**src/rtl/fft_pkg.sv**
```systemverilog
// Shared definitions for the FFT-bin producer and the peak-frequency analyser.
package fft_pkg;

  localparam int unsigned N_BINS = 16;
  localparam int unsigned BIN_W  = 32;

  typedef logic [BIN_W-1:0] bin_t;

  typedef enum logic [1:0] {
    O_IDLE,
    O_PULSE,
    O_WAIT
  } rd_state_t;

  function automatic logic [3:0] bitrev4(input logic [3:0] v);
    return {v[0], v[1], v[2], v[3]};
  endfunction

endpackage

```
**src/rtl/fft_bin_bank.sv**
```systemverilog
// One 16-bin frame store: single write port, every bin visible on a flat read bus.
module fft_bin_bank
  import fft_pkg::*;
(
  input  logic                      clk,
  input  logic                      rst,
  input  logic                      we,
  input  logic [3:0]                addr,
  input  bin_t                      wdata,
  output logic [N_BINS*BIN_W-1:0]   rdata
);

  logic [N_BINS*BIN_W-1:0] regs;

  // bin storage, cleared on reset, one bin written per enabled cycle
  always_ff @(posedge clk or posedge rst) begin
    if (rst) begin
      regs <= '0;
    end else if (we) begin
      regs[addr*BIN_W +: BIN_W] <= wdata;
    end
  end

  assign rdata = regs;

endmodule

```
**src/rtl/fft_bin_collector.sv**
```systemverilog
// Collects serial FFT bins into double-buffered natural-order frames for the analyser.
module fft_bin_collector
  import fft_pkg::*;
#(
  parameter int unsigned N_BINS      = 16,
  parameter int unsigned BIN_W       = 32,
  parameter int unsigned BIT_REVERSE = 1,
  parameter int unsigned DONE_TMO    = 15
) (
  input  logic             clk,
  input  logic             rst,
  input  logic             in_valid,
  output logic             in_ready,
  input  logic             in_sop,
  input  logic [BIN_W-1:0] in_data,
  input  logic             ana_done,
  output logic             fft_valid,
  output logic [BIN_W-1:0] fft_d0,
  output logic [BIN_W-1:0] fft_d1,
  output logic [BIN_W-1:0] fft_d2,
  output logic [BIN_W-1:0] fft_d3,
  output logic [BIN_W-1:0] fft_d4,
  output logic [BIN_W-1:0] fft_d5,
  output logic [BIN_W-1:0] fft_d6,
  output logic [BIN_W-1:0] fft_d7,
  output logic [BIN_W-1:0] fft_d8,
  output logic [BIN_W-1:0] fft_d9,
  output logic [BIN_W-1:0] fft_d10,
  output logic [BIN_W-1:0] fft_d11,
  output logic [BIN_W-1:0] fft_d12,
  output logic [BIN_W-1:0] fft_d13,
  output logic [BIN_W-1:0] fft_d14,
  output logic [BIN_W-1:0] fft_d15,
  output logic             frame_err,
  output logic             tmo_err,
  output logic [7:0]       frame_cnt
);

  localparam logic [3:0] LAST  = 4'(N_BINS - 1);
  localparam int unsigned TMO_W = $clog2(DONE_TMO + 1);

  logic [3:0]               wcnt, wcnt_nx, waddr;
  logic                     wbank, rbank;
  logic [1:0]               full, full_nx;
  logic                     accept, we, set_full, release_rd, ferr_nx;
  logic [TMO_W-1:0]         timer;
  rd_state_t                state, state_nx;
  logic [N_BINS*BIN_W-1:0]  rd0, rd1, rsel;

  assign in_ready = !full[wbank];
  assign accept   = in_valid & in_ready;

  // write-side decode: sop protocol checks, slot selection, frame completion
  always_comb begin
    we       = 1'b0;
    waddr    = '0;
    wcnt_nx  = wcnt;
    set_full = 1'b0;
    ferr_nx  = 1'b0;
    if (accept) begin
      if (wcnt == '0 && !in_sop) begin
        ferr_nx = 1'b1;
      end else if (wcnt != '0 && in_sop) begin
        we      = 1'b1;
        waddr   = '0;
        wcnt_nx = 4'd1;
        ferr_nx = 1'b1;
      end else begin
        we    = 1'b1;
        waddr = (BIT_REVERSE != 0) ? bitrev4(wcnt) : wcnt;
        if (wcnt == LAST) begin
          wcnt_nx  = '0;
          set_full = 1'b1;
        end else begin
          wcnt_nx = wcnt + 4'd1;
        end
      end
    end
  end

  // read-side next state; release frees the presented bank
  always_comb begin
    state_nx   = state;
    release_rd = 1'b0;
    case (state)
      O_IDLE:  if (full[rbank]) state_nx = O_PULSE;
      O_PULSE: state_nx = O_WAIT;
      O_WAIT: begin
        if (ana_done || timer == TMO_W'(DONE_TMO)) begin
          state_nx   = O_IDLE;
          release_rd = 1'b1;
        end
      end
      default: state_nx = O_IDLE;
    endcase
  end

  // filling bank and read bank are always different, so set and clear never collide
  always_comb begin
    full_nx = full;
    if (set_full)   full_nx[wbank] = 1'b1;
    if (release_rd) full_nx[rbank] = 1'b0;
  end

  // collector state registers
  always_ff @(posedge clk or posedge rst) begin
    if (rst) begin
      wcnt      <= '0;
      wbank     <= 1'b0;
      rbank     <= 1'b0;
      full      <= '0;
      frame_err <= 1'b0;
      state     <= O_IDLE;
      fft_valid <= 1'b0;
      timer     <= '0;
      frame_cnt <= '0;
    end else begin
      wcnt      <= wcnt_nx;
      wbank     <= wbank ^ set_full;
      rbank     <= rbank ^ release_rd;
      full      <= full_nx;
      frame_err <= ferr_nx;
      state     <= state_nx;
      fft_valid <= (state_nx == O_PULSE);
      if (state == O_PULSE) begin
        timer     <= '0;
        frame_cnt <= frame_cnt + 8'd1;
      end else if (state == O_WAIT) begin
        timer <= timer + 1'b1;
      end
    end
  end

  assign tmo_err = (state == O_WAIT) && (timer == TMO_W'(DONE_TMO));

  fft_bin_bank u_bank0 (
    .clk   (clk),
    .rst   (rst),
    .we    (we & ~wbank),
    .addr  (waddr),
    .wdata (in_data),
    .rdata (rd0)
  );

  fft_bin_bank u_bank1 (
    .clk   (clk),
    .rst   (rst),
    .we    (we & wbank),
    .addr  (waddr),
    .wdata (in_data),
    .rdata (rd1)
  );

  assign rsel    = rbank ? rd1 : rd0;
  assign fft_d0  = rsel[ 0*BIN_W +: BIN_W];
  assign fft_d1  = rsel[ 1*BIN_W +: BIN_W];
  assign fft_d2  = rsel[ 2*BIN_W +: BIN_W];
  assign fft_d3  = rsel[ 3*BIN_W +: BIN_W];
  assign fft_d4  = rsel[ 4*BIN_W +: BIN_W];
  assign fft_d5  = rsel[ 5*BIN_W +: BIN_W];
  assign fft_d6  = rsel[ 6*BIN_W +: BIN_W];
  assign fft_d7  = rsel[ 7*BIN_W +: BIN_W];
  assign fft_d8  = rsel[ 8*BIN_W +: BIN_W];
  assign fft_d9  = rsel[ 9*BIN_W +: BIN_W];
  assign fft_d10 = rsel[10*BIN_W +: BIN_W];
  assign fft_d11 = rsel[11*BIN_W +: BIN_W];
  assign fft_d12 = rsel[12*BIN_W +: BIN_W];
  assign fft_d13 = rsel[13*BIN_W +: BIN_W];
  assign fft_d14 = rsel[14*BIN_W +: BIN_W];
  assign fft_d15 = rsel[15*BIN_W +: BIN_W];

endmodule

```
**config.mk**
```make
export PLATFORM = sky130hd
export DESIGN_NAME = fft_bin_collector
export DESIGN_NICKNAME = d
export VERILOG_FILES = /design/src/rtl/fft_pkg.sv /design/src/rtl/fft_bin_bank.sv /design/src/rtl/fft_bin_collector.sv
export SDC_FILE = /design/constraint.sdc
export NUM_CORES = 2
export LEC_CHECK = 0
export BUFFER_PORTS_ARGS = -buffer_cell sky130_fd_sc_hd__buf_2
export CAP_MARGIN = 20
export CORE_MARGIN = 2
export CORE_UTILIZATION = 55
export CTS_BUF_LIST = sky130_fd_sc_hd__clkbuf_4 sky130_fd_sc_hd__clkbuf_8
export DETAILED_ROUTE_END_ITERATION = 8
export GPL_ROUTABILITY_DRIVEN = 0
export PLACE_DENSITY = 0.79
export SETUP_SLACK_MARGIN = 0.05
export SLEW_MARGIN = 20
export SYNTH_ARGS = -nofsm -noshare
export SYNTH_HDL_FRONTEND = slang
export SYNTH_HIERARCHICAL = 1
export SYNTH_SLANG_ARGS = --single-unit
```
**constraint.sdc**
```tcl
create_clock -name clk -period 19.4 [get_ports clk]
set_input_delay 5.82 -clock clk [delete_from_list [all_inputs] [get_ports clk]]
set_output_delay 5.82 -clock clk [all_outputs]
set_load 0.01 [all_outputs]
```
Yosys cells after proc, flatten, opt, wreduce, memory -nomap -nowiden
Cells that the tools add are included.
{ "word_totals": {"inputBits": 37, "reg_bits": 1048} }
{ "classes": {"bitwise": 10, "add_sub_neg": 4, "n_lt_le_gt_ge": 4, "n_shift": 2, "n_reduce_logical": 13, "n_mux": 34, "eq_ne": 5} }
{ "op_table": {"columns": ["op", "count"], "rows": [
  ["$bwmux W512", 2],
  ["$mux W512", 1],
  ["$shift A32 B34 Y512 const A", 1],
  ["$shiftx A32 B34 Y512", 1],
  ["$neg A9 Y34", 1],
  ["$mux W4", 7],
  ["$mux W1", 17],
  ["$add A4 B1 Y4 const B", 2],
  ["$add A8 B1 Y8 const B", 1],
  ["$eq A4 B4 Y1 const B", 2],
  ["$mux W2", 4],
  ["$pmux W2 S3", 1],
  ["$logic_and A1 B1 Y1", 5],
  ["$eq A2 B1 Y1 const B", 2],
  ["$logic_not A4 Y1", 1],
  ["$lt A1 B2 Y1 const B", 2],
  ["$reduce_bool A4 Y1", 1],
  ["$and A1 B1 Y1", 3],
  ["$and A2 B2 Y2", 1],
  ["$demux W1 S1", 2],
  ["$eq A2 B2 Y1 const B", 1],
  ["$ge A1 B1 Y1 const B", 2],
  ["$logic_not A1 Y1", 2],
  ["$logic_not A2 Y1", 1],
  ["7 further kinds", 9]
]} }

Longest topological paths before layout
{ "logic_depth": {"depth_word": 8, "mapped_depth": 19} }

Hierarchy
Netlist, hierarchy kept.
{ "modules_own_cells": {"columns": ["module", "cells_per_inst", "seq_area_each_um2", "area_each_um2", "n_inst"], "rows": [
  ["fft_bin_bank at u_bank0", 2075, 12812.3, 20746.1, 1],
  ["fft_bin_bank at u_bank1", 1991, 12812.3, 20554.7, 1],
  ["fft_bin_collector", 700, 600.6, 7444.6, 1]
]} }

Least setup slack after synthesis
Ideal clock, no wire load.
{ "synth_path": {"kind": "input to register", "from": "input in_sop", "to": "register u_bank0.regs[263] (netlist: u_bank0/rdata[263])", "setup_time_ns": 0.125, "n_path_buf": 2, "stages": 10, "arrival_time_ns": 8.995, "slack_ns": 10.280, "required_ns": 19.275, "path_cell_list": "ha_1 nor3b_2 and3_1 buf_4 clkinv_1 ha_1 or3b_4 a2111oi_4 buf_6 mux2_2"} }
{ "synth_between": {"elab_chain_cells": 7, "elab_cells_between_ends": 13} }
{ "synth_lines": {"columns": ["item", "line", "source"], "rows": [
  ["from (decl)", "fft_bin_collector.sv:14", "input logic in_sop,"],
  ["$logic_and A1 B1 Y1 / $logic_not A1 Y1 (equally long branches)", "fft_bin_collector.sv:63, fft_bin_collector.sv:61", null],
  ["$mux W4 / $logic_and A1 B1 Y1 (equally long branches)", "fft_bin_collector.sv:63, fft_bin_collector.sv:61", null],
  ["$mux W4 *", "fft_bin_collector.sv:61", "if (wcnt == '0 && !in_sop) begin"],
  ["$mux W4 *", "fft_bin_collector.sv:60", "if (accept) begin"],
  ["via waddr[0]", "fft_bin_collector.sv:42", "logic [3:0] wcnt, wcnt_nx, waddr;"],
  ["$neg A9 Y34 *", "fft_bin_bank.sv:20", "regs[addr*BIN_W +: BIN_W] <= wdata;"],
  ["$shiftx A32 B34 Y512 / $shift A32 B34 Y512 (equally long branches)", "fft_bin_bank.sv:20", null],
  ["$bwmux W512 *", "fft_bin_bank.sv:20", null],
  ["to (signal, indexed assignment)", "fft_bin_bank.sv:20", null],
  ["to (decl)", "fft_bin_bank.sv:13", "logic [N_BINS*BIN_W-1:0] regs;"]
]} }
Mark *: on every way through the listed nets, which the timed path passes. The rest lies on a longest branch.
A chain may end at the register's enable or synchronous reset.

Worst setup path in the final report
{ "layout_path": {"from": "input in_sop", "to": "register u_bank0.regs[90] (netlist: u_bank0/rdata[90])"} }
The elaborated chain is that of the path after synthesis.

==> run_results.csv <==
group,metric,value,unit
run_status,status,"finished, final reports clean",
worst_hold_path,holdPathStages,2,
cells_and_area,final_area,55800,um^2
cells_and_area,layoutNonFillerInstCount,6465,
yosys,syn-cell-area,48700,um^2
worst_hold_path,hold_path_class,"flop to flop",
routing,drc,0,
timing,tns,0,ns
worst_setup_path,crit_arrival,10.70,ns
yosys,synth_top_area_share,53.8,%
timing,finalClockSkew,0.0446,ns
global_routing,grtUsageMet1,47.7,%
global_routing,met2_usage,52.0,%
worst_setup_path,crit_chain,"buf_2 -> ha_1 -> nor3b_2 -> and3_1 -> buf_4 -> clkinv_1 -> ha_2 -> buf_4 -> and3b_1 -> nand2_1 -> or2_1 -> o31ai_1",
yosys,synth-async-reset-ratio,100,%
floorplanning,coreArea,88100,um^2
routing,vias,38500,
worst_setup_path,rrSetupSlack,13.81,ns
worst_setup_path,reg2reg_to,"u_bank0/rdata[90]",
floorplanning,initial_core_util,55.3,%
cts,cts_tree,"done",
power,internal_power,0.00427,W
cells_and_area,fin_nets,5211,
worst_setup_path,crit_buf_inv,4,
yosys,avgSynthCellArea,10.2,um^2
placement,io_buffers,560,
worst_setup_path,path_class,"primary input to flop",
timing,rsz0062_at_grt,"no",
yosys,ys_top_cells_by_area,"dfrtp_1 (54%), mux2_2 (17%), nand2_1 (8.5%)",
timing,finalMaxSlewViolations,0,
cts,cts_resized,0,
power,power.leakage,27.0,nW
yosys,syn_inst,4766,
worst_setup_path,critPathMaxFanout,40,
yosys,synth_fp_nets,4817,
worst_setup_path,worst_setup_path_end_kind,"flop",
placement,dp.cells,6149,
power,cellPowerDensity,117,nW/um^2
routing,drt_iter0_markers,4108,
cts,clock_sinks,1048,
yosys,synth_common_cells,"nand2_1 (1,109), dfrtp_1 (1,048), o21ai_0 (823), mux2_2 (728), clkbuf_1 (278)",
worst_setup_path,reg2reg_depth,14,
floorplanning,die_area,91000,um^2
yosys,yosysWarnings,6,
yosys,ys_seq_area_share,53.8,%
routing,ant_nets,0,
timing,finalSetupViolCount,0,
global_routing,grt_pass1_vias,37600,
worst_hold_path,min_to,"u_bank1/rdata[121]",
timing,layout_setup_ws,9.41,ns
routing,wl_per_cell,24.7,um
global_routing,grt_usage,34.8,%
cells_and_area,drive_above_1_share,32.8,%
placement,dp_hpwl,93600,um
cts,ctsHoldBuffers,0,
cts,clkTransAtPathRegs,0.06,ns
cts,post_cts.repair.setup_buffers,0,
floorplanning,die_h,302,um
cts,clockBufferDepth,3,
global_routing,antenna_found_initial,7,
global_routing,grt_max_degree,169,
global_routing,use_met3,8.93,%
power,p_clk_share,32.2,%
yosys,synth_ff_type,"dfrtp_1",
yosys,synth_most_common_cell,"nand2_1",
cells_and_area,syn_to_final_growth,14.5,%
placement,pre_cts_ws,8.73,ns
cts,htreeDepth,4,
timing,slew_headroom,16.4,%
routing,first_pass_iters,6,
worst_setup_path,path_delay_family,"simple AND/OR/NAND/NOR gates",
cts,cts_buffers,172,
power,sequentialPowerShare,38.6,%
yosys,synth_edf_count,0,
worst_setup_path,r2r_start,"wcnt[0]",
timing,hold_viol,0,
global_routing,gr-total-overflow,0,
yosys,yosys.area.top_type,"dfrtp_1",
power,comb_power_share,29.1,%
worst_setup_path,start_kind,"primary input",
routing,wl,160000,um
worst_setup_path,crit_slowest_cell,"or2_1",
cts,cts_root_buf,"clkbuf_8",
yosys,synth-seq-cells,1048,
global_routing,grt_busiest_layer,"met2",
job,maxCapViolations,0,
worst_hold_path,hold_start,"u_bank1/rdata[121]",
timing,tightest_slew,1.25,ns
placement,placed_area,52000,um^2
timing,post-route-period-util,51.5,%
global_routing,grt_pass1_wl,238000,um
timing,period_needed,9.99,ns
cells_and_area,post-route-util,63.4,%
floorplanning,rows,109,
power,swShare,34.5,%
power,p_switching,0.00225,W
worst_setup_path,path_common_cell,"buf_4",
routing,viasPerCell,5.96,
cts,insertion_delay,0.87,ns
floorplanning,io_pins,561,
yosys,ys_types,67,
floorplanning,die_w,302,um
worst_setup_path,cp.required,20.12,ns
worst_setup_path,critPathMaxStageDelay,0.81,ns
power,ir_drop,0.000131,V
timing,max_freq,100,MHz
==> tightest hold or removal path: stages, from the launching register on <==
cell     delay [ns]
dfrtp_1        0.34
nand2_1        0.04
o21ai_0        0.06
==> through the flow <==
step	power [W]	hold WS (ns)
final	0.00653	0.473
after global routing	0.00678	0.492
after CTS	0.00652	0.477
after detailed placement	0.00442	0.461
after global placement	0.00438	0.455
after floorplan	0.00380	0.443
==> routing by layer <==
metal | share of wire, % | vias to the layer above
met5 | 0.013 | -
met4 | 4.7 | 4
met1 | 41 | 19100
met3 | 9.8 | 335
li1 | - | 16900
met2 | 45 | 2109
==> layout make-up <==
class / count / area (um^2)
Clock inverter: 30 / 305
Sequential cell: 1048 / 26200
Multi-Input combinational cell: 3184 / 20400
Clock buffer: 281 / 3470
Antenna cell: 3 / 7.51
Inverter: 111 / 425
Tap cell: 1165 / 1460
Timing Repair Buffer: 643 / 3530
Fill cell: 6892 / 32300
==> cells by family after synthesis <==
group	share of synthesized area (%)
AND/OR/NAND/NOR	12.1
flip-flops	53.8
AO/OA/AOI/OAI	11.3
multiplexers	17.5
buffers and inverters	4.76
adder cells (fa/ha/maj)	0.359
XOR/XNOR	0.264
==> cells in the final DEF, fill, tap and decap left out, drive strengths merged, types with 5 or more instances in the layout <==
| master | count |
|---|---|
| nor2b | 44 |
| o211ai | 9 |
| xnor2 | 7 |
| mux2 | 734 |
| nor3 | 6 |
| o31ai | 110 |
| mux2i | 24 |
| clkbuf | 281 |
| nand3b | 5 |
| inv | 111 |
| clkinv | 17 |
| and3 | 7 |
| nand4 | 5 |
| nand3 | 87 |
| nand2 | 1111 |
| xor2 | 6 |
| nor4 | 6 |
| dfrtp | 1048 |
| clkinvlp | 9 |
| a21oi | 6 |
| nor2 | 32 |
| ha | 14 |
| buf | 643 |
| o21ai | 856 |
| nand2b | 67 |
| o41ai | 6 |
==> power groups by stage <==
| stage | combinational (W) | clock, W | sequential (W) |
|---|---|---|---|
| 3_3_place_gp | 0.00184 | 0 | 0.00254 |
| 6_report | 0.00190 | 0.00210 | 0.00252 |
| 4_1_cts | 0.00188 | 0.00212 | 0.00252 |
| 5_1_grt | 0.00201 | 0.00223 | 0.00254 |
| 2_1_floorplan | 0.00130 | 0 | 0.00251 |
| 3_5_place_dp | 0.00187 | 0 | 0.00255 |
==> registers in the layout, indices dropped and copies added, names as in the netlist <==
signal,flops
fft_valid,1
frame_cnt,8
frame_err,1
full,2
rbank,1
state,2
timer,4
u_bank0/rdata,512
u_bank1/rdata,512
wbank,1
wcnt,4
==> how the worst max path moves through the flow <==
stage / startpoint / endpoint / slack (ns) / depth (start not counted)
after floorplan: rst / u_bank0/rdata[0] / 6.63 / 1
after global placement: in_sop / u_bank1/rdata[458] / 8.92 / 12
after detailed placement: in_sop / u_bank0/rdata[90] / 8.73 / 12
after CTS: rbank / fft_d1[20] / 9.63 / 4
after global routing: in_sop / u_bank0/rdata[90] / 9.27 / 12
final: in_sop / u_bank0/rdata[90] / 9.41 / 12
No activity file was read; power rests on OpenSTA's default activity.
